File: config.mk
export PLATFORM = sky130hd
export DESIGN_NAME = uart_rx_core
export DESIGN_NICKNAME = d
export VERILOG_FILES = /design/src/rtl/uart_rx_pkg.sv /design/src/rtl/uart_rx_fifo.sv /design/src/rtl/uart_rx_core.sv
export SDC_FILE = /design/constraint.sdc
export NUM_CORES = 1
export LEC_CHECK = 0
export ABC_CLOCK_PERIOD_IN_PS = 2750
export BUFFER_PORTS_ARGS = -buffer_cell sky130_fd_sc_hd__buf_2
export CORE_MARGIN = 5
export CORE_UTILIZATION = 54
export CTS_CLUSTER_DIAMETER = 200
export DETAILED_ROUTE_END_ITERATION = 8
export PLACE_DENSITY_LB_ADDON = 0.15
export SLEW_MARGIN = 10
export SYNTH_ARGS = -nofsm -noshare
export SYNTH_HDL_FRONTEND = slang
export SYNTH_HIERARCHICAL = 1
export SYNTH_SLANG_ARGS = --single-unit
File: constraint.sdc
create_clock -name clk -period 2.75 [get_ports clk]
set_input_delay 0.4125 -clock clk [delete_from_list [all_inputs] [get_ports clk]]
set_output_delay 0.4125 -clock clk [all_outputs]
set_load 0.02 [all_outputs]
File: src/rtl/uart_rx_pkg.sv
// uart_rx_pkg: shared FSM type, majority voter and parameter legality rules for the UART receiver
package uart_rx_pkg;

    typedef enum logic [2:0] {IDLE, START, DATA, PARITY, STOP, WAIT_IDLE} rx_state_t;

    localparam int MIN_CLK_DIV    = 2;
    localparam int MIN_OVERSAMPLE = 4;
    localparam int MIN_DATA_BITS  = 5;
    localparam int MAX_DATA_BITS  = 9;
    localparam int MIN_FIFO_DEPTH = 2;

    function automatic logic maj3(input logic a, input logic b, input logic c);
        return (a & b) | (a & c) | (b & c);
    endfunction

    function automatic logic params_legal(input int clk_div, input int oversample,
                                          input int data_bits, input int fifo_depth);
        return clk_div >= MIN_CLK_DIV && oversample >= MIN_OVERSAMPLE && oversample % 2 == 0 &&
               data_bits >= MIN_DATA_BITS && data_bits <= MAX_DATA_BITS &&
               fifo_depth >= MIN_FIFO_DEPTH && (fifo_depth & (fifo_depth - 1)) == 0;
    endfunction

endpackage

File: src/rtl/uart_rx_fifo.sv
// uart_rx_fifo: show-ahead FIFO with occupancy count and drop-on-full overrun pulse
module uart_rx_fifo
#(
    parameter int WIDTH = 10,
    parameter int DEPTH = 4
) (
    input  logic                     clk,
    input  logic                     rst,
    input  logic                     push,
    input  logic [WIDTH-1:0]         wdata,
    input  logic                     ready,
    output logic [WIDTH-1:0]         rdata,
    output logic                     valid,
    output logic                     overrun,
    output logic [$clog2(DEPTH):0]   count
);
    localparam int AW = $clog2(DEPTH);

    logic [WIDTH-1:0] mem [DEPTH];
    logic [AW-1:0]    wr_ptr, rd_ptr;
    logic             pop, full, do_push;

    assign valid   = count != '0;
    assign full    = count == (AW + 1)'(DEPTH);
    assign pop     = valid & ready;
    assign do_push = push & (~full | pop);
    assign rdata   = valid ? mem[rd_ptr] : '0;

    // storage array, written only on accepted pushes
    always_ff @(posedge clk)
        if (do_push) mem[wr_ptr] <= wdata;

    // pointers, occupancy and overrun pulse; power-of-two depth lets pointers wrap naturally
    always_ff @(posedge clk or posedge rst)
        if (rst) begin
            wr_ptr  <= '0;
            rd_ptr  <= '0;
            count   <= '0;
            overrun <= 1'b0;
        end else begin
            wr_ptr  <= wr_ptr + AW'(do_push);
            rd_ptr  <= rd_ptr + AW'(pop);
            count   <= count + (AW + 1)'(do_push) - (AW + 1)'(pop);
            overrun <= push & ~do_push;
        end

endmodule

File: src/rtl/uart_rx_core.sv
// uart_rx_core: oversampling UART receiver with majority voting, parity/framing checks and output FIFO
module uart_rx_core
    import uart_rx_pkg::*;
#(
    parameter int CLK_DIV    = 13,
    parameter int OVERSAMPLE = 8,
    parameter int DATA_BITS  = 8,
    parameter int PARITY_EN  = 0,
    parameter int PARITY_ODD = 0,
    parameter int LSB_FIRST  = 1,
    parameter int FIFO_DEPTH = 4
) (
    input  logic                          clk,
    input  logic                          rst,
    input  logic                          rx,
    output logic [DATA_BITS-1:0]          rx_data,
    output logic                          rx_perr,
    output logic                          rx_ferr,
    output logic                          rx_valid,
    input  logic                          rx_ready,
    output logic                          overrun,
    output logic [$clog2(FIFO_DEPTH):0]   fifo_level
);
    localparam int CW = $clog2(CLK_DIV);
    localparam int BW = $clog2(OVERSAMPLE);
    localparam int NW = $clog2(DATA_BITS + 1);
    localparam int M  = OVERSAMPLE / 2;
    localparam logic [CW-1:0] DIV_LAST = CW'(CLK_DIV - 1);
    localparam logic [BW-1:0] B_LO     = BW'(M - 1);
    localparam logic [BW-1:0] B_MID    = BW'(M);
    localparam logic [BW-1:0] B_HI     = BW'(M + 1);
    localparam logic [BW-1:0] B_LAST   = BW'(OVERSAMPLE - 1);
    localparam logic [NW-1:0] N_LAST   = NW'(DATA_BITS);

    if (!params_legal(CLK_DIV, OVERSAMPLE, DATA_BITS, FIFO_DEPTH)) begin : g_bad_params
        $error("uart_rx_core: illegal parameter combination");
    end

    rx_state_t              state, state_n;
    logic                   rx_m, rx_s, tick;
    logic [CW-1:0]          div_cnt;
    logic [BW-1:0]          bit_cnt, bit_n;
    logic [NW-1:0]          n_cnt, n_n;
    logic [DATA_BITS-1:0]   shreg, sh_n;
    logic                   s0, s0_n, s1, s1_n, perr_q, perr_n;
    logic                   vote, decide, bit_wrap, push, ferr;
    logic [DATA_BITS+1:0]   push_word, head_word;

    assign tick     = div_cnt == DIV_LAST;
    assign vote     = maj3(s0, s1, rx_s);
    assign decide   = bit_cnt == B_HI;
    assign bit_wrap = bit_cnt == B_LAST;

    // two-flop synchroniser, idles high so reset never looks like a start bit
    always_ff @(posedge clk or posedge rst)
        if (rst) {rx_s, rx_m} <= 2'b11;
        else     {rx_s, rx_m} <= {rx_m, rx};

    // free-running oversample tick divider, independent of frame activity
    always_ff @(posedge clk or posedge rst)
        if (rst) div_cnt <= '0;
        else     div_cnt <= tick ? '0 : div_cnt + 1'b1;

    // framing FSM and datapath registers
    always_ff @(posedge clk or posedge rst)
        if (rst) begin
            state   <= IDLE;
            bit_cnt <= '0;
            n_cnt   <= '0;
            shreg   <= '0;
            s0      <= 1'b1;
            s1      <= 1'b1;
            perr_q  <= 1'b0;
        end else begin
            state   <= state_n;
            bit_cnt <= bit_n;
            n_cnt   <= n_n;
            shreg   <= sh_n;
            s0      <= s0_n;
            s1      <= s1_n;
            perr_q  <= perr_n;
        end

    // next-state logic: everything advances only on ticks; decisions are taken at sample M+1
    always_comb begin
        state_n = state;
        bit_n   = bit_cnt;
        n_n     = n_cnt;
        sh_n    = shreg;
        s0_n    = s0;
        s1_n    = s1;
        perr_n  = perr_q;
        push    = 1'b0;
        ferr    = 1'b0;
        if (tick) begin
            bit_n = bit_wrap ? '0 : bit_cnt + 1'b1;
            s0_n  = bit_cnt == B_LO ? rx_s : s0;
            s1_n  = bit_cnt == B_MID ? rx_s : s1;
            case (state)
                IDLE: begin
                    bit_n   = '0;
                    state_n = rx_s ? IDLE : START;
                end
                START: state_n = (decide && vote) ? IDLE : (bit_wrap ? DATA : START);
                DATA: begin
                    if (decide) begin
                        sh_n = (LSB_FIRST != 0) ? {vote, shreg[DATA_BITS-1:1]} : {shreg[DATA_BITS-2:0], vote};
                        n_n  = n_cnt + 1'b1;
                    end
                    if (bit_wrap && n_cnt == N_LAST) begin
                        n_n     = '0;
                        state_n = (PARITY_EN != 0) ? PARITY : STOP;
                    end
                end
                PARITY: begin
                    if (decide) perr_n = ^shreg ^ vote ^ (PARITY_ODD != 0);
                    if (bit_wrap) state_n = STOP;
                end
                STOP: if (decide) begin
                    push    = 1'b1;
                    ferr    = ~vote;
                    state_n = vote ? IDLE : WAIT_IDLE;
                end
                WAIT_IDLE: state_n = rx_s ? IDLE : WAIT_IDLE;
                default:   state_n = IDLE;
            endcase
        end
    end

    assign push_word = {ferr, (PARITY_EN != 0) & perr_q, shreg};

    uart_rx_fifo #(.WIDTH(DATA_BITS + 2), .DEPTH(FIFO_DEPTH)) u_fifo (
        .clk     (clk),
        .rst     (rst),
        .push    (push),
        .wdata   (push_word),
        .ready   (rx_ready),
        .rdata   (head_word),
        .valid   (rx_valid),
        .overrun (overrun),
        .count   (fifo_level)
    );

    assign rx_data = head_word[DATA_BITS-1:0];
    assign rx_perr = head_word[DATA_BITS];
    assign rx_ferr = head_word[DATA_BITS+1];

endmodule

After elaboration in Yosys (flattened, before gate mapping). Memory sizes are Yosys's and may differ from the RTL's. Cells that the tools add are included.

$add $sub $neg: 7. Eq/ne operators: 15. Muxes and demuxes: 23. Bitwise logic cells: 12. Reductions and logical operators: 10.

Operators with widths (count): $mux W3 (7); $eq A3 B3 Y1 const B (6); $pmux W3 S6 (1); $mux W4 (3); $mux W10 (1); $eq A3 B2 Y1 const B (3); $mux W1 (9); $add A4 B1 Y4 const B (2); $eq A4 B4 Y1 const B (2); $and A1 B1 Y1 (6); $ne A2 B2 Y1 const B (3); $reduce_and A3 Y1 (2); $add A2 B1 Y2 (2); $mux W2 (2); $reduce_and A2 Y1 (2); $reduce_and A4 Y1 (1); $add A3 B1 Y3 (1); $add A3 B1 Y3 const B (1); $eq A3 B1 Y1 const B (1); $logic_not A3 Y1 (1); $not A1 Y1 (3); $or A1 B1 Y1 (3); $reduce_bool A3 Y1 (1); $sub A3 B1 Y3 (1); other kinds (2) (3).

Register bits: 34. RAM bits: 36. Input bits: 4. Output and inout port bits: 15. Logic and storage cells: 81. Memories kept: 1.

Memory list: u_fifo.mem (words 4, bits a word 9, read ports 1, clocked after memory_dff 0, write ports 1, line uart_rx_fifo.sv:19) `logic [WIDTH-1:0] mem [DEPTH];`.

Depth between registers and ports, before layout. Gate-level depths: netlist of the first run.

Word-level depth: 7. Mapped depth: 14. Gate-level depth less buffers: 12.

Modules after synthesis. Netlist of the first run, hierarchy kept.

Modules (own cells, without submodules): uart_rx_fifo (times used 1, cells an instance 94, area each 1914.3 um^2, seq. area each 1401.3 um^2); uart_rx_core (times used 1, cells an instance 123, area each 1373.8 um^2, seq. area each 655.6 um^2).

Worst setup path after synthesis of the first run. Ideal clock, no wire load.

Kind: flip-flop to flip-flop. From: register div_cnt[0]. To: memory u_fifo/mem[0][0] (netlist name) (enable). Setup time: 0.408 ns. Arrival: 2.545 ns. Data required time: 2.342 ns. Path slack: -0.202 ns. Cell stages (with the launch flop): 9. Path buffers: 2. Period minus slack after synthesis: 2.952 ns. Cells stage by stage: dfrtp_1 > inv_1 > ha_1 > and3_1 > buf_2 > buf_4 > nand3_1 > nor2_1 > nor4b_1.

Longest elaborated chain between the ends: 5.

Ends and longest elaborated chain: start, declared (line uart_rx_core.sv:41) `logic [CW-1:0] div_cnt;`; start signal, assigned (line uart_rx_core.sv:62) `else div_cnt <= tick ? '0 : div_cnt + 1'b1;`; $eq A4 B4 Y1 (line uart_rx_core.sv:49) `assign tick = div_cnt == DIV_LAST;`; $mux W1 (line uart_rx_core.sv:95) `if (tick) begin`; net push (line uart_rx_core.sv:46) `logic vote, decide, bit_wrap, push, ferr;`; $and A1 B1 Y1 (line uart_rx_fifo.sv:26) `assign do_push = push & (~full | pop);`; $mux W1 (line uart_rx_fifo.sv:31) `if (do_push) mem[wr_ptr] <= wdata;`; $mux W1 (implied by the code) (line uart_rx_fifo.sv:31); end, declared (line uart_rx_fifo.sv:19).

The timed path passes the listed nets, and every way through them passes these cells.

Worst setup path after layout of the first run.
From: register div_cnt[0]. To: register u_fifo.count[2].

Longest elaborated chain between the ends: 5.

Ends and longest elaborated chain: $eq A4 B4 Y1 (line uart_rx_core.sv:49); $mux W1 (line uart_rx_core.sv:95); net push (line uart_rx_core.sv:46); $and A1 B1 Y1 (line uart_rx_fifo.sv:26); $add A3 B1 Y3 (line uart_rx_fifo.sv:43) `count <= count + (AW + 1)'(do_push) - (AW + 1)'(pop);`; $sub A3 B1 Y3 (line uart_rx_fifo.sv:43); end signal, assigned (line uart_rx_fifo.sv:43); end, declared (line uart_rx_fifo.sv:15) `output logic [$clog2(DEPTH):0] count`.

The timed path passes the listed nets, and every way through them passes these cells. A chain may end at the register's enable or synchronous reset.

==> results of run 1 <==
==> power by group <==
part | switching [mW] | internal [mW]
Clock | 0.369 | 0.325
Sequential | 0.0691 | 1.21
Combinational | 0.200 | 0.179
Total | 0.638 | 1.71
==> cell type report <==
| type | count | area share, % |
|---|---|---|
| sequential | 74 | 55.7 |
| multi-input combinational | 122 | 31.2 |
| timing repair buffer | 28 | 4.48 |
| clock buffer | 11 | 3.56 |
| tap | 75 | 2.54 |
| inverter | 16 | 1.63 |
| clock inverter | 5 | 0.848 |
==> registers in the layout (all words and copies together) (netlist names) <==
register / cells
bit_cnt: 3
div_cnt: 4
n_cnt: 4
rx_m: 1
rx_s: 1
s0: 1
s1: 1
shreg: 8
state: 3
u_fifo/count: 3
u_fifo/mem: 40
u_fifo/overrun: 1
u_fifo/rd_ptr: 2
u_fifo/wr_ptr: 2
==> cell families after synthesis <==
logic type,after synthesis,synth area share (%)
AOI/OAI and AO/OA,21,4.53
xor gates and xnor gates,5,1.33
adders and majority gates,15,5.86
buffers and inverters,24,3.35
DFF,74,62.6
muxes,24,11.6
other,1,0.114
and+or+nand+nor,53,10.6
==> through the flow <==
stage | std cells | hold slack, ns | power [mW]
finish | 331 | 0.0343 | 2.35
global route | 331 | 0.0375 | 2.49
CTS | 331 | 0.0134 | 2.40
detailed placement | 315 | 0.347 | 1.69
global placement | 315 | 0.346 | 1.68
floorplan | 220 | 0.228 | 1.58
==> worst max-delay path, stage by stage, from the launching register on <==
cell and delay (ns):
dfrtp_1 0.41, inv_1 0.09, ha_1 0.19, and3_1 0.19
nand3_1 0.07, nor2_1 0.15, nand2b_1 0.08, ha_1 0.27
inv_1 0.04, ha_1 0.18, fa_1 0.37, xnor2_1 0.18
xnor2_1 0.13
==> final timing paths <==
kind	endpoint	startpoint
worst max-delay path	u_fifo/count[2]$_DFF_PP0_	div_cnt[0]$_DFF_PP0_
worst min-delay path	u_fifo/count[0]$_DFF_PP0_	rst
worst max register to register	u_fifo/count[2]$_DFF_PP0_	div_cnt[0]$_DFF_PP0_
worst min register to register	rx_s$_DFF_PP1_	rx_m$_DFF_PP1_
max in group asynchronous	s0$_DFFE_PP1P_	rst
min in group clk	rx_m$_DFF_PP1_	rx
==> metal layers <==
layer	vias up	share of wire (%)	track usage, %
met5	-	0	0
met3	6	3.8	4.70
li1	866	-	-
met2	24	49	24.7
met1	907	47	19.4
met4	0	0.79	4.67
==> synthesized netlist by cell type, types with 2 or more instances <==
cell type | number | area, µm²
nand3_1 | 5 | 25.0
mux4_2 | 10 | 225
dfrtp_1 | 30 | 751
o41ai_1 | 2 | 17.5
and2_1 | 13 | 81.3
and4b_1 | 2 | 20.0
a21oi_1 | 3 | 15.0
dfstp_2 | 4 | 105
o22ai_1 | 2 | 12.5
mux2_2 | 14 | 158
inv_1 | 16 | 60.1
nor2b_1 | 3 | 18.8
or3_1 | 2 | 12.5
buf_4 | 2 | 15.0
nand2_1 | 6 | 22.5
xnor2_1 | 3 | 26.3
buf_2 | 4 | 20.0
nor4bb_1 | 2 | 20.0
edfxtp_1 | 40 | 1200
ha_1 | 13 | 163
nor2_1 | 8 | 30.0
o21ai_0 | 6 | 30.0
xor2_1 | 2 | 17.5
==> impl_metrics.tcl, run 1 <==
set metrics [dict create \
    cts.hold.buffers_added 0 \
    synthArstFlopShare_pct 45.9 \
    synth_edf_count 40 \
    startpoint_type "flip-flop" \
    antenna_found_initial 0 \
    cts_tree "yes" \
    seq_area_um2 2060 \
    final_util_pct 62.3 \
    antenna_cells 0 \
    setup_ws_ns 0.346 \
    fin_area_um2 3690 \
    syn_inst 217 \
    cts.clk_slew.worst_paths_ns 0.08 \
    hp-class "in2async" \
    avgSynthCellArea_um2 15.2 \
    ys_seq_area_share_pct 62.6 \
    arrival_ns 2.66 \
    required_ns 3.01 \
    power.leakage_nw 1.59 \
    cts_buffer_depth 2 \
    outcome "finished, final reports clean" \
    yosys_register_bits 74 \
    ir_drop_mv 0.406 \
    dp_slack_ns 0.338 \
    viasPerCell 5.45 \
    globalplace.congestion 0.753 \
    powerDensity_nw_per_um2 637 \
    htreeDepth 3 \
    wl_um 5050 \
    cp_max_fo 4 \
    insertion_delay_ns 0.33 \
    dp_hpwl_um 3530 \
    rsz0062_at_grt "no" \
    grt_max_degree 27 \
    drt_iter0_markers 94 \
    finalMaxSlewViolations 0 \
    final_cell_mix "edfxtp_1 (40), dfrtp_1 (30), buf_2 (18)" \
    port_buffers 18 \
    coreArea_um2 5920 \
    start_util_pct 55.5 \
    clock-sinks 74 \
    synthFlopType "edfxtp_1" \
    io_pins 19 \
    postCtsSetupBuffers 0 \
    fill_cells 478 \
    die_area_um2 7750 \
    drc 0 \
    ant_nets 0 \
    drive_above_1_share_pct 30.1 \
    wl_per_cell_um 15.3 \
    multi_input_area_um2 1150 \
    r2r_slack_ns 0.35 \
    nets 269 \
    grt_pass1_wl_um 8780 \
    max-slew-margin-rel_pct 63.3 \
    setup_viol 0 \
    grt.overflow.total 0 \
    grt.total_usage_pct 15.1 \
    min_period_ns 2.40 \
    vias 1803 \
    fin_setup_tns_ns 0 \
    die_w_um 88.0 \
    dpl_cell_area_um2 3530 \
    clock-skew-final_ns 0.00786 \
    netlist_area_um2 3290 \
    yosysUniqueCellTypes 48 \
    critPathKind "reg2reg" \
    maxCapViolCount 0 \
    syn_to_final_growth_pct 12.2 \
    timing.fmax_mhz 416 \
    cts.repair.resized 0 \
    final_hold_viol_count 0 \
    rows 28 \
    mostFrequentLayoutCell "edfxtp_1" \
    crit_path_end_kind "flip-flop" \
    grt_pass1_vias 1843 \
    post-route-period-util_pct 87.4 \
    cts_buffers 9 \
    drt_pre_antenna_iters 4 \
    clockRootBuffer "clkbuf_8" \
    worst_pin_slew_ns 0.550 \
    reg2reg_depth 12 \
    yosysWarnings 6 \
    die_y_um 88.0 \
]
Power figures use the tool's default switching activity.
==> run 2, diff against run 1 <==
--- a/config.mk
+++ b/config.mk
@@ -13,2 +13,3 @@
 export DETAILED_ROUTE_END_ITERATION = 8
+export GPL_TIMING_DRIVEN = 0
 export PLACE_DENSITY_LB_ADDON = 0.15
--- a/constraint.sdc
+++ b/constraint.sdc
@@ -3,2 +3,2 @@
 set_output_delay 0.4125 -clock clk [all_outputs]
-set_load 0.02 [all_outputs]
+set_load 0.1 [all_outputs]
==> run 2 against run 1 <==
  * Non-clock buffer count fell by 2
  * Via count is 1.6% lower
  * Largest power group unchanged
  * Critical endpoint unchanged
  * First-iteration DRC count rose by 2.1%
  * Worst hold slack got worse by 0.019 ns
  * Core utilization increased by 1.2 points
  * Sequential share of layout area down 1.1 points
  * Clock-buffer cell count decreased by 2
  * Combinational power is 77% higher
  * Clock power increased by 17%
==> impl_metrics.tcl, run 2 (synthesized netlist as in run 1, its figures left out) <==
set metrics [dict create \
    coreArea_um2 5920 \
    clock-skew-final_ns 0.00314 \
    clockRootBuffer "clkbuf_8" \
    outcome "finished, final reports clean" \
    cts.hold.buffers_added 0 \
    hp-class "in2async" \
    die_area_um2 7750 \
    nets 267 \
    cp_max_fo 14 \
    grt_pass1_vias 1849 \
    fin_setup_tns_ns 0 \
    die_y_um 88.0 \
    wl_um 4980 \
    startpoint_type "flip-flop" \
    drive_above_1_share_pct 35.4 \
    setup_ws_ns 0.195 \
    finalPower_mw 2.73 \
    ant_nets 0 \
    drc 0 \
    dp_hpwl_um 3370 \
    min_period_ns 2.55 \
    clock-sinks 74 \
    drt_iter0_markers 96 \
    final_util_pct 63.5 \
    die_w_um 88.0 \
    arrival_ns 2.78 \
    grt.total_usage_pct 15.1 \
    start_util_pct 55.5 \
    cts.clk_slew.worst_paths_ns 0.08 \
    grt.overflow.total 0 \
    syn_to_final_growth_pct 14.4 \
    post-route-period-util_pct 92.9 \
    wl_per_cell_um 15.1 \
    required_ns 2.98 \
    io_pins 19 \
    seq_area_um2 2060 \
    htreeDepth 3 \
    mostFrequentLayoutCell "edfxtp_1" \
    viasPerCell 5.40 \
    rsz0062_at_grt "no" \
    whs_ns 0.0152 \
    multi_input_area_um2 1210 \
    antenna_cells 0 \
    regMostFlops "u_fifo/mem" \
    worst_pin_slew_ns 0.998 \
    antenna_found_initial 0 \
    ir_drop_mv 0.570 \
    vias 1775 \
    cts_buffers 9 \
    port_buffers 18 \
    drt_pre_antenna_iters 4 \
    crit_path_end_kind "flip-flop" \
    grt_max_degree 27 \
    final_hold_viol_count 0 \
    grt_pass1_wl_um 8600 \
    cts_buffer_depth 2 \
    finalMaxSlewViolations 0 \
    critPathKind "reg2reg" \
    setup_viol 0 \
    globalplace.congestion 0.772 \
    fill_cells 444 \
    maxCapViolCount 0 \
    timing.fmax_mhz 391 \
    rows 28 \
    power.leakage_nw 1.60 \
    cts_tree "yes" \
    dp_slack_ns -0.432 \
    final_cell_mix "edfxtp_1 (40), dfrtp_1 (30), buf_2 (21)" \
    largest_register_ffs 40 \
    powerDensity_nw_per_um2 726 \
    max-slew-margin-rel_pct 33.3 \
    top_regs "u_fifo/mem (40), shreg (8)" \
    insertion_delay_ns 0.34 \
]
run 2: changes by cell type in the layout (fill, tap and decap cells not counted), moves of 2 or more:
| cell | change |
|---|---|
| nor4bb_4 | +2 |
| clkbuf_1 | -2 |
| and2_1 | -8 |
| buf_4 | -7 |
| buf_2 | +3 |
| and2_2 | +8 |
| nor4bb_2 | -2 |
run 2: per-stage QoR:
stage	std cells	area, µm²
6_report	329	3760
5_1_grt	329	3760
4_1_cts	330	3750
3_5_place_dp	313	3520
3_3_place_gp	313	3510
2_1_floorplan	220	3330
run 2: repair_timing:
action	4_1_cts	5_1_grt
setup buffers	1	0
setup endpoints to repair	22	11
pin swaps	1	0
gates resized for setup	6	4
endpoints found under the hold margin	0	0
run 2: power by group:
part | switching [mW] | internal, mW
sequential | 0.0427 | 1.21
combinational | 0.472 | 0.197
clock | 0.395 | 0.417
run 2: cell type report:
| class | count | share of cell area [%] |
|---|---|---|
| Sequential cell | 74 | 54.7 |
| Multi-Input combinational cell | 122 | 32.2 |
| Clock buffer | 9 | 3.29 |
| Timing Repair Buffer | 19 | 2.59 |
| Tap cell | 75 | 2.50 |
| Clock inverter | 7 | 1.86 |
| Inverter | 16 | 1.60 |
| Buffer | 7 | 1.23 |
run 2: path summary, 6_finish.rpt:
kind,end,depth (start not counted),start,slack (ns)
setup / recovery,u_fifo/count[2]$_DFF_PP0_,13,div_cnt[0]$_DFF_PP0_,0.20
hold / removal,u_fifo/wr_ptr[1]$_DFF_PP0_,2,rst,0.02
setup reg to reg,u_fifo/count[2]$_DFF_PP0_,13,div_cnt[0]$_DFF_PP0_,0.20
hold reg to reg,rx_s$_DFF_PP1_,0,rx_m$_DFF_PP1_,0.36
max in group asynchronous,div_cnt[0]$_DFF_PP0_,2,rst,1.88
min in group clk,rx_m$_DFF_PP1_,1,rx,0.17
run 2: worst max-delay path: stages, from the launching register on:
cell and delay (ns):
dfrtp_1 0.41, inv_1 0.10, ha_2 0.19, and3_1 0.15, buf_4 0.20, nand3_2 0.10, nor2_4 0.13, nand2b_1 0.07
ha_1 0.27, inv_1 0.04, ha_1 0.18, fa_2 0.35, xnor2_2 0.14, xnor2_1 0.12
run 2: routing by layer:
metal	track usage [%]	up-vias	wire (µm)
li1	-	861	-
met1	18.0	885	2110
met2	25.5	24	2620
met3	4.52	5	185
met4	6.59	0	55
met5	0	-	0
==> run 3, diff against run 2 <==
- PLACE_DENSITY_LB_ADDON: 0.15 -> 0.25
- SKIP_LAST_GASP: not set -> 1
- SYNTH_HIERARCHICAL: 1 -> not set
==> run 3 against run 2 <==
  * Maximum frequency grew 2.0%
  * Highest routed layer unchanged
  * Area after synthesis shrank 6.8%
  * Critical path depth shrank 9
  * Global-route usage grew 0.12 points
==> impl_metrics.tcl, run 3 <==
set metrics [dict create \
    outcome "finished, final reports clean" \
    synth.most_common_cell "edfxtp_1" \
    power.leakage_nw 1.48 \
    synth_area_leader_cell "edfxtp_1" \
    yosys-top-cells-count "edfxtp_1 (36), dfrtp_1 (30), inv_1 (13), mux2_2 (12), ha_1 (11)" \
    final_hold_viol_count 0 \
    grt_pass1_wl_um 8530 \
    setup_ws_ns 0.246 \
    clock-skew-final_ns 0.0117 \
    yosysWarnings 0 \
    drive_above_1_share_pct 33.7 \
    nets 254 \
    synth_edf_count 36 \
    max-slew-margin-rel_pct 53.5 \
    required_ns 2.34 \
    insertion_delay_ns 0.34 \
    cts_buffer_depth 2 \
    vias 1677 \
    coreArea_um2 5510 \
    grt_max_degree 35 \
    dpl_cell_area_um2 3270 \
    finalPower_mw 3.31 \
    syn_nets 225 \
    startpoint_type "flip-flop" \
    reg2reg_depth 9 \
    min_period_ns 2.50 \
    fin_setup_tns_ns 0 \
    critPathKind "reg2out" \
    die_area_um2 7280 \
    fill_cells 418 \
    netlist_area_um2 3070 \
    io_pins 19 \
    cts_tree "yes" \
    antenna_cells 0 \
    hold_depth 1 \
    synthFlopType "edfxtp_1" \
    clockRootBuffer "clkbuf_8" \
    ys_seq_area_share_pct 63.2 \
    finalMaxSlewViolations 0 \
    viasPerCell 5.32 \
    setup_viol 0 \
    powerDensity_nw_per_um2 948 \
    syn_inst 209 \
    wl_um 4780 \
    cts.clk_slew.worst_paths_ns 0.07 \
    regMostFlops "u_fifo.mem" \
    dp_slack_ns 0.185 \
    globalplace.congestion 0.726 \
    yosys-top-cells-area "edfxtp_1 (35%), dfrtp_1 (24%), mux4_2 (6.6%)" \
    grt_pass1_vias 1738 \
    final_cell_mix "edfxtp_1 (36), dfrtp_1 (29), buf_2 (21)" \
    port_buffers 17 \
    clock-sinks 70 \
    hp-class "in2reg" \
    rsz0062_at_grt "no" \
    max_stage_delay_ns 0.57 \
    worst_pin_slew_ns 0.697 \
    antenna_found_initial 0 \
    dp_cells 299 \
    largest_register_ffs 36 \
    mostFrequentLayoutCell "edfxtp_1" \
    grt.overflow.total 0 \
    drt_iter0_markers 72 \
    final_util_pct 63.4 \
    post-route-period-util_pct 91.1 \
    top_regs "u_fifo.mem (36), shreg (8)" \
    wl_per_cell_um 15.2 \
    syn_to_final_growth_pct 13.9 \
    drt_pre_antenna_iters 4 \
    rows 27 \
    synthArstFlopShare_pct 48.6 \
    dp_hpwl_um 3240 \
    whs_ns 0.172 \
    htreeDepth 3 \
    drc 0 \
    fin_cells 315 \
    worstPathCellList "buf_2 > mux4_2 > and2_2 > buf_2" \
    synth_top_area_share_pct 35.3 \
    cts_buffers 9 \
    crit_path_end_kind "primary output" \
    grt.total_usage_pct 15.2 \
    yosysUniqueCellTypes 45 \
    ant_nets 0 \
    ir_drop_mv 0.606 \
    start_util_pct 55.7 \
    avgSynthCellArea_um2 14.7 \
    fin_area_um2 3490 \
    cp_max_fo 10 \
    maxCapViolCount 0 \
    yosys_register_bits 70 \
    arrival_ns 2.09 \
    slowest_stage "mux4_2" \
    crit_top_cell "buf_2" \
    timing.fmax_mhz 399 \
    die_w_um 85.3 \
    die_y_um 85.3 \
]
run 3: power breakdown:
part           internal, mW  switching [mW]
combinational         0.302           0.933
clock                 0.513           0.387
sequential             1.14          0.0370
run 3: cells by family (layout without fill, tap and decap cells):
kind of cell / Yosys count / count (layout) / share of synthesized area [%]
multiplexers: 22 / 22 / 11.3
adder cells (fa/ha/maj): 13 / 13 / 5.47
other: 1 / 1 / 0.122
AND/OR/NAND/NOR: 52 / 52 / 10.0
flip-flops: 70 / 70 / 63.2
XOR/XNOR: 6 / 6 / 1.71
AO/OA/AOI/OAI: 22 / 22 / 4.78
buffers and inverters: 23 / 57 / 3.35
run 3: repair_timing:
action / in CTS / in global routing
gates resized for setup: 0 / 1
hold buffers: 0 / 0
setup buffers: 0 / 0
setup endpoints to repair: 0 / 9
run 3: area by class of cell:
cell class              instances  area, µm²  share of cell area (%)
plain buffers                  10       55.1                    1.58
clock buffers                   9        124                    3.55
clock inverters                 7       97.6                    2.79
inverters                      13       48.8                    1.40
multi-input cells             116       1050                    30.0
flip-flops and latches         70       1940                    55.5
well taps                      72       90.1                    2.58
repair buffers                 18       92.6                    2.65
run 3: path summary, 6_finish.rpt:
path / start / to / slack (ns)
max in group asynchronous: rst / u_fifo.count[1]$_DFF_PP0_ / 2.09
min in group asynchronous: rst / u_fifo.rd_ptr[0]$_DFF_PP0_ / 0.18
max reg2reg: div_cnt[0]$_DFF_PP0_ / u_fifo.count[2]$_DFF_PP0_ / 0.31
max: u_fifo.rd_ptr[0]$_DFF_PP0_ / rx_data[6] / 0.25
min: rx / rx_m$_DFF_PP1_ / 0.17
min reg2reg: rx_m$_DFF_PP1_ / rx_s$_DFF_PP1_ / 0.36
run 3: per-layer routing:
layer | wire, µm | GRT usage (%)
met1 | 2010 | 18.6
met3 | 185 | 4.08
met4 | 61 | 6.04
met2 | 2520 | 25.8
met5 | 0 | 0
run 3: critical path: cells and delay by family (launching register included):
family	cells	cell delay, ns
buffers and inverters	2	0.61
multiplexers	1	0.57
flip-flops	1	0.37
AND/OR/NAND/NOR	1	0.20
